File: config.mk
export PLATFORM = sky130hd
export DESIGN_NAME = mem_wb
export DESIGN_NICKNAME = d
export VERILOG_FILES = /design/src/rtl/mem_wb.sv
export SDC_FILE = /design/constraint.sdc
export NUM_CORES = 1
export LEC_CHECK = 0
export CAP_MARGIN = 15
export CORE_ASPECT_RATIO = 1.75
export CORE_MARGIN = 5
export CORE_UTILIZATION = 39
export CTS_BUF_LIST = sky130_fd_sc_hd__clkbuf_4
export DETAILED_ROUTE_END_ITERATION = 10
export PLACE_DENSITY = 0.84
export SETUP_SLACK_MARGIN = 0.05
export SYNTH_ARGS = -nofsm -noshare
export SYNTH_HDL_FRONTEND = slang
export SYNTH_SLANG_ARGS = --single-unit
File: constraint.sdc
create_clock -name clk -period 0.9 [get_ports clk]
set_input_delay 0.135 -clock clk [delete_from_list [all_inputs] [get_ports clk]]
set_output_delay 0.135 -clock clk [all_outputs]
set_load 0.02 [all_outputs]
File: src/rtl/mem_wb.sv
// rtl/mem_wb.sv - MEM/WB pipeline register with architectural HI/LO and LLbit
module mem_wb (
    input  logic        clk,
    input  logic        reset_n,
    input  logic [5:0]  stall,
    input  logic        flush,
    input  logic        mem_we,
    input  logic [4:0]  mem_waddr,
    input  logic [31:0] mem_wdata,
    input  logic        mem_whilo,
    input  logic [31:0] mem_hi,
    input  logic [31:0] mem_lo,
    input  logic        mem_LLbit_we,
    input  logic        mem_LLbit_value,
    output logic        wb_we,
    output logic [4:0]  wb_waddr,
    output logic [31:0] wb_wdata,
    output logic        wb_whilo,
    output logic [31:0] wb_hi,
    output logic [31:0] wb_lo,
    output logic        wb_LLbit_we,
    output logic        wb_LLbit_value,
    output logic [31:0] hi_o,
    output logic [31:0] lo_o,
    output logic        LLbit_o
);

    // mem stalled while wb runs: wb must drain, so a bubble is inserted
    logic bubble_stall;
    assign bubble_stall = stall[4] && !stall[5];

    // Pipeline register: flush/bubble clear, free-running capture, full stall holds
    always_ff @(posedge clk) begin
        if (!reset_n || flush || bubble_stall) begin
            wb_we          <= 1'b0;
            wb_waddr       <= 5'd0;
            wb_wdata       <= 32'd0;
            wb_whilo       <= 1'b0;
            wb_hi          <= 32'd0;
            wb_lo          <= 32'd0;
            wb_LLbit_we    <= 1'b0;
            wb_LLbit_value <= 1'b0;
        end else if (!stall[4]) begin
            wb_we          <= mem_we;
            wb_waddr       <= mem_waddr;
            wb_wdata       <= mem_wdata;
            wb_whilo       <= mem_whilo;
            wb_hi          <= mem_hi;
            wb_lo          <= mem_lo;
            wb_LLbit_we    <= mem_LLbit_we;
            wb_LLbit_value <= mem_LLbit_value;
        end
    end

    // Architectural HI/LO commit from the wb slot; a flushed instruction never commits
    always_ff @(posedge clk) begin
        if (!reset_n) begin
            hi_o <= 32'd0;
            lo_o <= 32'd0;
        end else if (wb_whilo && !flush) begin
            hi_o <= wb_hi;
            lo_o <= wb_lo;
        end
    end

    // LLbit: exceptions break any LL/SC reservation, winning over a pending write
    always_ff @(posedge clk) begin
        if (!reset_n) begin
            LLbit_o <= 1'b0;
        end else if (flush) begin
            LLbit_o <= 1'b0;
        end else if (wb_LLbit_we) begin
            LLbit_o <= wb_LLbit_value;
        end
    end

endmodule

Word level (Yosys, flattened, before mapping). Index checks and enable logic that the tools add are counted.

Magnitude comparators: 0. Bitwise gates (word level): 1. Shift-type cells: 0. Muxes and demuxes: 0. Reductions and logical operators: 8. $add $sub $neg: 0. Equal/unequal tests: 0. Divide/modulo/power cells: 0. Multiply operators: 0.

Operators with widths (number): 1-bit zero test (3); 1-bit logical AND (2); 1-bit logical OR (2); 2-bit OR reduction (1); 1-bit inverter (1).

Input port bits: 114. Logic and storage cells: 20. Memory bits (writable): 0. Bits in latches: 0. Bits in read-only memories: 0. Memories kept: 0. Bits in registers: 170.

Logic depth before layout (Yosys ltp). Gate-level depths: netlist of run 1.

Word-level depth: 3. Depth in mapped cells: 5.

Least setup slack after synthesis of run 1. No wires, ideal clock.

Kind: reg-to-reg. Start point: register wb_whilo. End point: register hi_o[0]. Required time: 0.830 ns. Cell stages (with the launch flop): 6. Buffers on the path: 2. Path slack: -0.258 ns. Arrival: 1.088 ns. Library setup time: 0.070 ns. Cells stage by stage: dfxtp_1 nor2b_1 buf_4 buf_2 nand2_1 a21boi_1.

Longest elaborated chain between the ends: 1.

RTL lines: start, declared (line 18) `output logic wb_whilo,`; start signal, assigned (line 47) `wb_whilo <= mem_whilo;`; 1-bit logical AND (line 60) `end else if (wb_whilo && !flush) begin`; end signal, assigned (line 61) `hi_o <= wb_hi;`; end, declared (line 23) `output logic [31:0] hi_o,`.

No other way between the ends. A chain may end at the register's enable or synchronous reset.

Worst setup path after layout of run 1.
Start point: register wb_whilo. End point: register hi_o[23].

Same word-level chain as after synthesis.

==> results of run 1 <==
[cells in the mapped netlist, drive strengths merged]
cell type	count	share of area
mux2i	1	0.0015
nand2	128	0.074
clkbuf	27	0.016
nor2	1	0.00058
nand2b	107	0.10
nand3	105	0.081
buf	41	0.046
a21oi	105	0.081
nor2b	1	0.00096
dfxtp	170	0.52
a21boi	64	0.074
[repair_timing]
| action | in CTS | in global routing |
|---|---|---|
| pin swaps | 0 | 72 |
| endpoints found under the setup margin | 234 | 238 |
| cloned | 0 | 6 |
| gates resized for setup | 1171 | 112 |
| hold buffers | 1 | 2 |
| hold endpoints to repair | 1 | 5 |
| buffers inserted | 14 | 40 |
[how the worst min path moves through the flow]
| stage | to | slack (ps) | cells after the start |
|---|---|---|---|
| 3_5_place_dp | hi_o[20] | 440 | 2 |
| 4_1_cts | wb_lo[29] | 6 | 4 |
| 5_1_grt | wb_hi[12] | 3 | 4 |
| 3_3_place_gp | lo_o[25] | 440 | 2 |
| 6_report | wb_lo[9] | 60 | 4 |
| 2_1_floorplan | wb_whilo | 270 | 2 |
[worst reg2reg max path, delay by kind of cell, from the launching register on]
family	cells	cell delay, ps
simple gates	2	210
compound gates	1	150
flops	1	390
buf+inv	3	460
[where the power goes]
part | leakage (nW) | switching (mW) | internal [mW] | total, mW
clock network | 0.156 | 2.83 | 1.70 | 4.53
logic | 3.37 | 0.968 | 1.22 | 2.19
registers | 1.46 | 0.105 | 7.69 | 7.79
total | 4.98 | 3.91 | 10.6 | 14.5
[stage by stage]
| stage | setup slack, ps | std cells | setup TNS [ps] | utilization |
|---|---|---|---|---|
| 2_1_floorplan | -122 | 750 | -7310 | - |
| 4_1_cts | -355 | 1318 | -72640 | 0.661 |
| 5_1_grt | -420 | 1361 | -84360 | 0.714 |
| 3_5_place_dp | -536 | 1271 | -102510 | 0.610 |
| 3_3_place_gp | -467 | 1271 | -97370 | 0.610 |
| 6_report | -369 | 1361 | -66310 | 0.714 |
[cell families (layout without fill, tap and decap cells)]
group	count (synthesis)	after routing	share of synthesized area
compound gates	169	169	0.155
buf+inv	68	454	0.0612
flops	170	170	0.523
mux	1	1	0.00154
other cells	0	1	0
simple gates	342	342	0.259
[layout make-up]
type,instances,share of cell area
clock inverters,14,0.0126
multi-input cells,512,0.266
flip-flops and latches,170,0.308
repair buffers,422,0.377
diodes,1,0.000213
clock buffers,18,0.0115
well taps,224,0.0239
[metal layers]
metal	track usage	share of wire	vias to the layer above
met5	0	0.00052	-
met4	0.102	0.047	2
met3	0.0629	0.059	74
met2	0.402	0.54	277
met1	0.231	0.35	3220
li1	-	-	3236
[sequential cells by signal, indices dropped and copies added (netlist names)]
name / count
wb_wdata: 32
wb_waddr: 5
wb_we: 1
lo_o: 32
wb_whilo: 1
wb_lo: 32
wb_hi: 32
wb_LLbit_value: 1
wb_LLbit_we: 1
LLbit_o: 1
hi_o: 32
==> impl_results.md, run 1 <==
* Status: finished, violations left
* Violated checks: negative setup slack
* Number of global-route vias before repair at 6438
* DR DRC count at 0
* Reg2reg end: hi_o[23]
* Commonest non-fill, non-tap cells in the layout: buf_6 (175), dfxtp_2 (169), buf_4 (113)
* Cell Area, Placed at 10000 um2
* CTS clk-pin slew, worst paths at 150 ps
* # clock sinks at 170
* Final Slew Violations at 0
* Storage cell area at 3620 um2
* Fin Hold WS at around 65 ps
* Vias at 6809
* RR Startpoint: wb_whilo
* Synth Cell Area at 6500 um2
* Critical path endpoint category: flop
* CP max-delay cell: dfxtp_4
* Worst Reg-to-Reg Cells at 6
* CORE AREA at 16400 um2
* CP cell instances: buf_6 -> nor2b_4 -> buf_12 -> clkbuf_16 -> nand2_1 -> a21boi_1
* Post-Route WL at 24900 um
* Clock skew at 15.4 ps
* RD Place Congestion at 0.814
* First-pass GRT wire length at 33900 um
* GRT Total Usage at 0.222
* Worst slew margin at 0.828
* Total CTS buffers at 17
* Remaining global-route overflow at 0
* Tcrit/Tclk final at 1.41
* Largest net degree at the start of global routing at 65
* CTS tree: yes
* Final setup violation count at 236
* Port bufs at 279
* Initial Util at 0.395
* WS Path Type: reg -> reg
* Die height at 181 um
* Drt first pass iters at 5
* Commonest non-fill, non-tap cell in the layout: buf_6
* Gate Count Post-Synth at 750
* Buf/Inv on CP at 3
* CP Data Required Time at ~1400 ps
* IR drop worst, VDD at about 1.2 mV
* Crit path to: hi_o[23]
* Initial antenna violation count at 2
* Clk root buf: clkbuf_4
* Share of cells above drive strength 1 at 0.526
* RSZ-0062 raised after global routing: true
* WL/cell at approximately 18 um
* Avg Cell Area, Syn at around 8.7 um2
* Area grow syn2layout at 80.5%
* Warnings from Yosys at 0
* Setup ws final at -369 ps
* Vias per std cell at 5.00
* Setup crit start: wb_whilo
* FF-to-FF setup slack at -370 ps
* Library cells used by synthesis at 14
* Final Hold Viols at 0
* Row count at 62
* Die ar. at 19500 um2
* Clock Path Buffers at 2
* DRT iter0 DRCs at 251
* Post-detail-place hpwl at 15100 um
* Detail Route Antenna Nets at 0
* H-tree levels at 4
* P per Cell Area at 1240 nW/um2
* Crit path max-delay family: buffers and inverters
* Sequential share of the synthesized area at 0.523
* Die width at between 100 and 150 um
* Tot Pwr at around 15 mW
* CP Max Fanout at 15
* Clk_lat worst skew at approximately 570 ps
* Hold Crit Class: in -> reg
* Slew @ Worst Pin at 257 ps
* Hold_sp: stall[5]
* Crit start category: flop
* Fmax at 788 MHz
* CP Depth at 6
* Worst EP arrival at 1760 ps
* Tmin final at 1270 ps
* # IOs at 284
* Leakage at 4.98 nW
* Multi-input gate area at 3130 um2
* Layout net count at between 1000 and 1500
* Max_cap viols at 0
* Design area at ~12000 um2
* Post-Syn Nets at 864
* Layout filler cell count at around 1100
* Crit path largest cell delay at 390 ps
* FF+latch count, synth at 170
Power figures use the tool's default switching activity.
==> run 2: changes to the inputs <==
--- a/config.mk
+++ b/config.mk
@@ -8,10 +8,9 @@
 export CAP_MARGIN = 15
 export CORE_ASPECT_RATIO = 1.75
 export CORE_MARGIN = 5
-export CORE_UTILIZATION = 39
-export CTS_BUF_LIST = sky130_fd_sc_hd__clkbuf_4
+export CORE_UTILIZATION = 38
 export DETAILED_ROUTE_END_ITERATION = 10
-export PLACE_DENSITY = 0.84
+export PLACE_DENSITY = 0.82
 export SETUP_SLACK_MARGIN = 0.05
 export SYNTH_ARGS = -nofsm -noshare
 export SYNTH_HDL_FRONTEND = slang
==> impl_results.md, run 2 (same netlist as run 1, synthesis figures left out) <==
* Design area at 12400 um2 (was 11700 um2)
* Initial Util at 0.385 (was 0.395)
* RR Startpoint: wb_whilo (unchanged)
* Worst EP arrival at 1530 ps (was 1760 ps)
* Tmin final at 1210 ps (was 1270 ps)
* Setup ws final at -305 ps (was -369 ps)
* Die width at 109 um (was 108 um)
* Clk root buf: clkbuf_16 (was clkbuf_4)
* CP cell instances: nor2b_4 -> buf_12 -> buf_12 -> nand2_1 -> a21boi_1 (was buf_6 -> nor2b_4 -> buf_12 -> clkbuf_16 -> nand2_1 -> a21boi_1)
* Met1 GRT Util at 0.245 (was 0.231)
* CP Max Fanout at 17 (was 15)
* # IOs at 284 (unchanged)
* Number of global-route vias before repair at 6937 (was 6438)
* GR Util met3 at 0.0588 (was 0.0629)
* Row count at 63 (was 62)
* DR DRC count at 0 (unchanged)
* Total CTS buffers at 17 (unchanged)
* GR met2 Demand/Resource at 0.434 (was 0.402)
* Clk_lat worst skew at 430 ps (was 570 ps)
* Layout net count at 1272 (was 1237)
* Worst slew margin at 0.811 (was 0.828)
* Initial antenna violation count at 8 (was 2)
* Critical path endpoint category: flop (unchanged)
* RD Place Congestion at 0.825 (was 0.814)
* Crit path largest cell delay at 350 ps (was 390 ps)
* WS Path Type: reg -> reg (unchanged)
* First-pass GRT wire length at 37300 um (was 33900 um)
* Leakage at 5.12 nW (was 4.98 nW)
* CORE AREA at 16900 um2 (was 16400 um2)
* Cell Area, Placed at 10000 um2 (about the same)
* Final Hold Viols at 0 (unchanged)
* Share of cells above drive strength 1 at 0.542 (was 0.526)
* Post-detail-place hpwl at 15400 um (was 15100 um)
* WL/cell at 20.1 um (was 18.3 um)
* # hold bufs at CTS at 0 (was 1)
* CP Data Required Time at 1230 ps (was 1390 ps)
* Port bufs at 279 (unchanged)
* Vias at 7175 (was 6809)
* Slew @ Worst Pin at 284 ps (was 257 ps)
* # clock sinks at 170 (unchanged)
* Hold Crit Class: in -> reg (unchanged)
* Setup TNS at -35280 ps (was -66310 ps)
* Status: finished, violations left (unchanged)
* Fin util at 0.734 (was 0.714)
* Tcrit/Tclk final at 1.34 (was 1.41)
* Commonest non-fill, non-tap cell in the layout: buf_6 (unchanged)
* Multi-input gate area at 3080 um2 (was 3130 um2)
* Remaining global-route overflow at 0 (unchanged)
* Largest net degree at the start of global routing at 68 (was 65)
* Post-Route WL at 28300 um (was 24900 um)
* Crit path to: hi_o[1] (was hi_o[23])
* CTS clk-pin slew, worst paths at 70 ps (was 150 ps)
* Clock Path Buffers at 2 (unchanged)
* Die height at 183 um (was 181 um)
* IR drop worst, VDD at 1.19 mV (was 1.18 mV)
* Commonest non-fill, non-tap cells in the layout: buf_6 (176), dfxtp_2 (169), buf_4 (148) (was buf_6 (175), dfxtp_2 (169), buf_4 (113))
* FF-to-FF setup slack at -310 ps (was -370 ps)
* Reg2reg end: hi_o[1] (was hi_o[23])
* Fmax at 830 MHz (was 788 MHz)
* Final Slew Violations at 0 (unchanged)
* Drt first pass iters at 5 (unchanged)
* Violated checks: negative setup slack (unchanged)
* Die ar. at 19900 um2 (was 19500 um2)
* DP Worst Slack at -544 ps (was -536 ps)
* P per Cell Area at 1470 nW/um2 (was 1240 nW/um2)
* Worst Reg-to-Reg Cells at 5 (was 6)
* Crit-path most repeated cell: buf_12
* Global routing's busiest layer: met2 (unchanged)
* Storage cell area at 3620 um2 (unchanged)
* RSZ-0062 raised after global routing: true (unchanged)
* Final setup violation count at 240 (was 236)
* Area grow syn2layout at 90.5% (was 80.5%)
* DRT iter0 DRCs at 377 (was 251)
* CP max-delay cell: dfxtp_4 (unchanged)
* Max_cap viols at 0 (unchanged)
* Detail Route Antenna Nets at 0 (unchanged)
* Vias per std cell at 5.11 (was 5.00)
* GRT Total Usage at 0.244 (was 0.222)
* Setup crit start: wb_whilo (unchanged)
* Clock skew at 8.45 ps (was 15.4 ps)
* Crit start category: flop (unchanged)
* H-tree levels at 4 (unchanged)
* Layout filler cell count at 1111 (was 1112)
* CTS tree: yes (unchanged)
run 2: cell type report:
class / count / share of cell area
timing repair buffer: 457 / 0.383
sequential: 170 / 0.292
multi-input combinational: 512 / 0.248
clock buffer: 19 / 0.0366
tap: 227 / 0.0229
clock inverter: 13 / 0.0154
antenna: 6 / 0.00121
run 2: metrics by stage:
| stage | std cells | hold WS, ps | power [mW] |
|---|---|---|---|
| final | 1404 | 162 | 18.2 |
| after global routing | 1404 | 172 | 18.7 |
| after CTS | 1354 | 149 | 18.1 |
| after detailed placement | 1277 | 444 | 9.82 |
| after global placement | 1277 | 439 | 9.80 |
| after floorplan | 750 | 274 | 8.75 |
run 2: how the worst min path moves through the flow:
stage | startpoint | end | slack, ps | cells after the start
finish | stall[4] | wb_lo[7] | 160 | 4
detailed placement | lo_o[26] | lo_o[26] | 440 | 2
global placement | lo_o[21] | lo_o[21] | 440 | 2
CTS | stall[4] | wb_lo[7] | 150 | 4
global route | stall[4] | wb_lo[2] | 170 | 4
floorplan | mem_whilo | wb_whilo | 270 | 2
run 2: worst max-delay path: cells and delay by family, from the launching register on:
kind                   cells  cell delay [ps]
AND/OR/NAND/NOR            2              260
AO/OA/AOI/OAI              1              210
buffers and inverters      2              280
flip-flops                 1              350
run 2: what timing repair did:
action / in CTS / in global routing
cloned: 7 / 2
gates resized for setup: 1199 / 90
setup endpoints to repair: 332 / 250
pin swaps: 6 / 70
buffers inserted: 38 / 53
run 2: metal layers:
metal	wire (um)	vias to the layer above
met5	28	-
met2	15000	332
li1	-	3310
met1	9340	3409
met3	1920	120
met4	2000	4
run 2: power breakdown:
part           internal, mW  switching, mW  leakage, nW
registers              7.69          0.107         1.46
clock network          4.83           3.29        0.311
logic                  1.25           1.01         3.35
total                  13.8           4.40         5.12
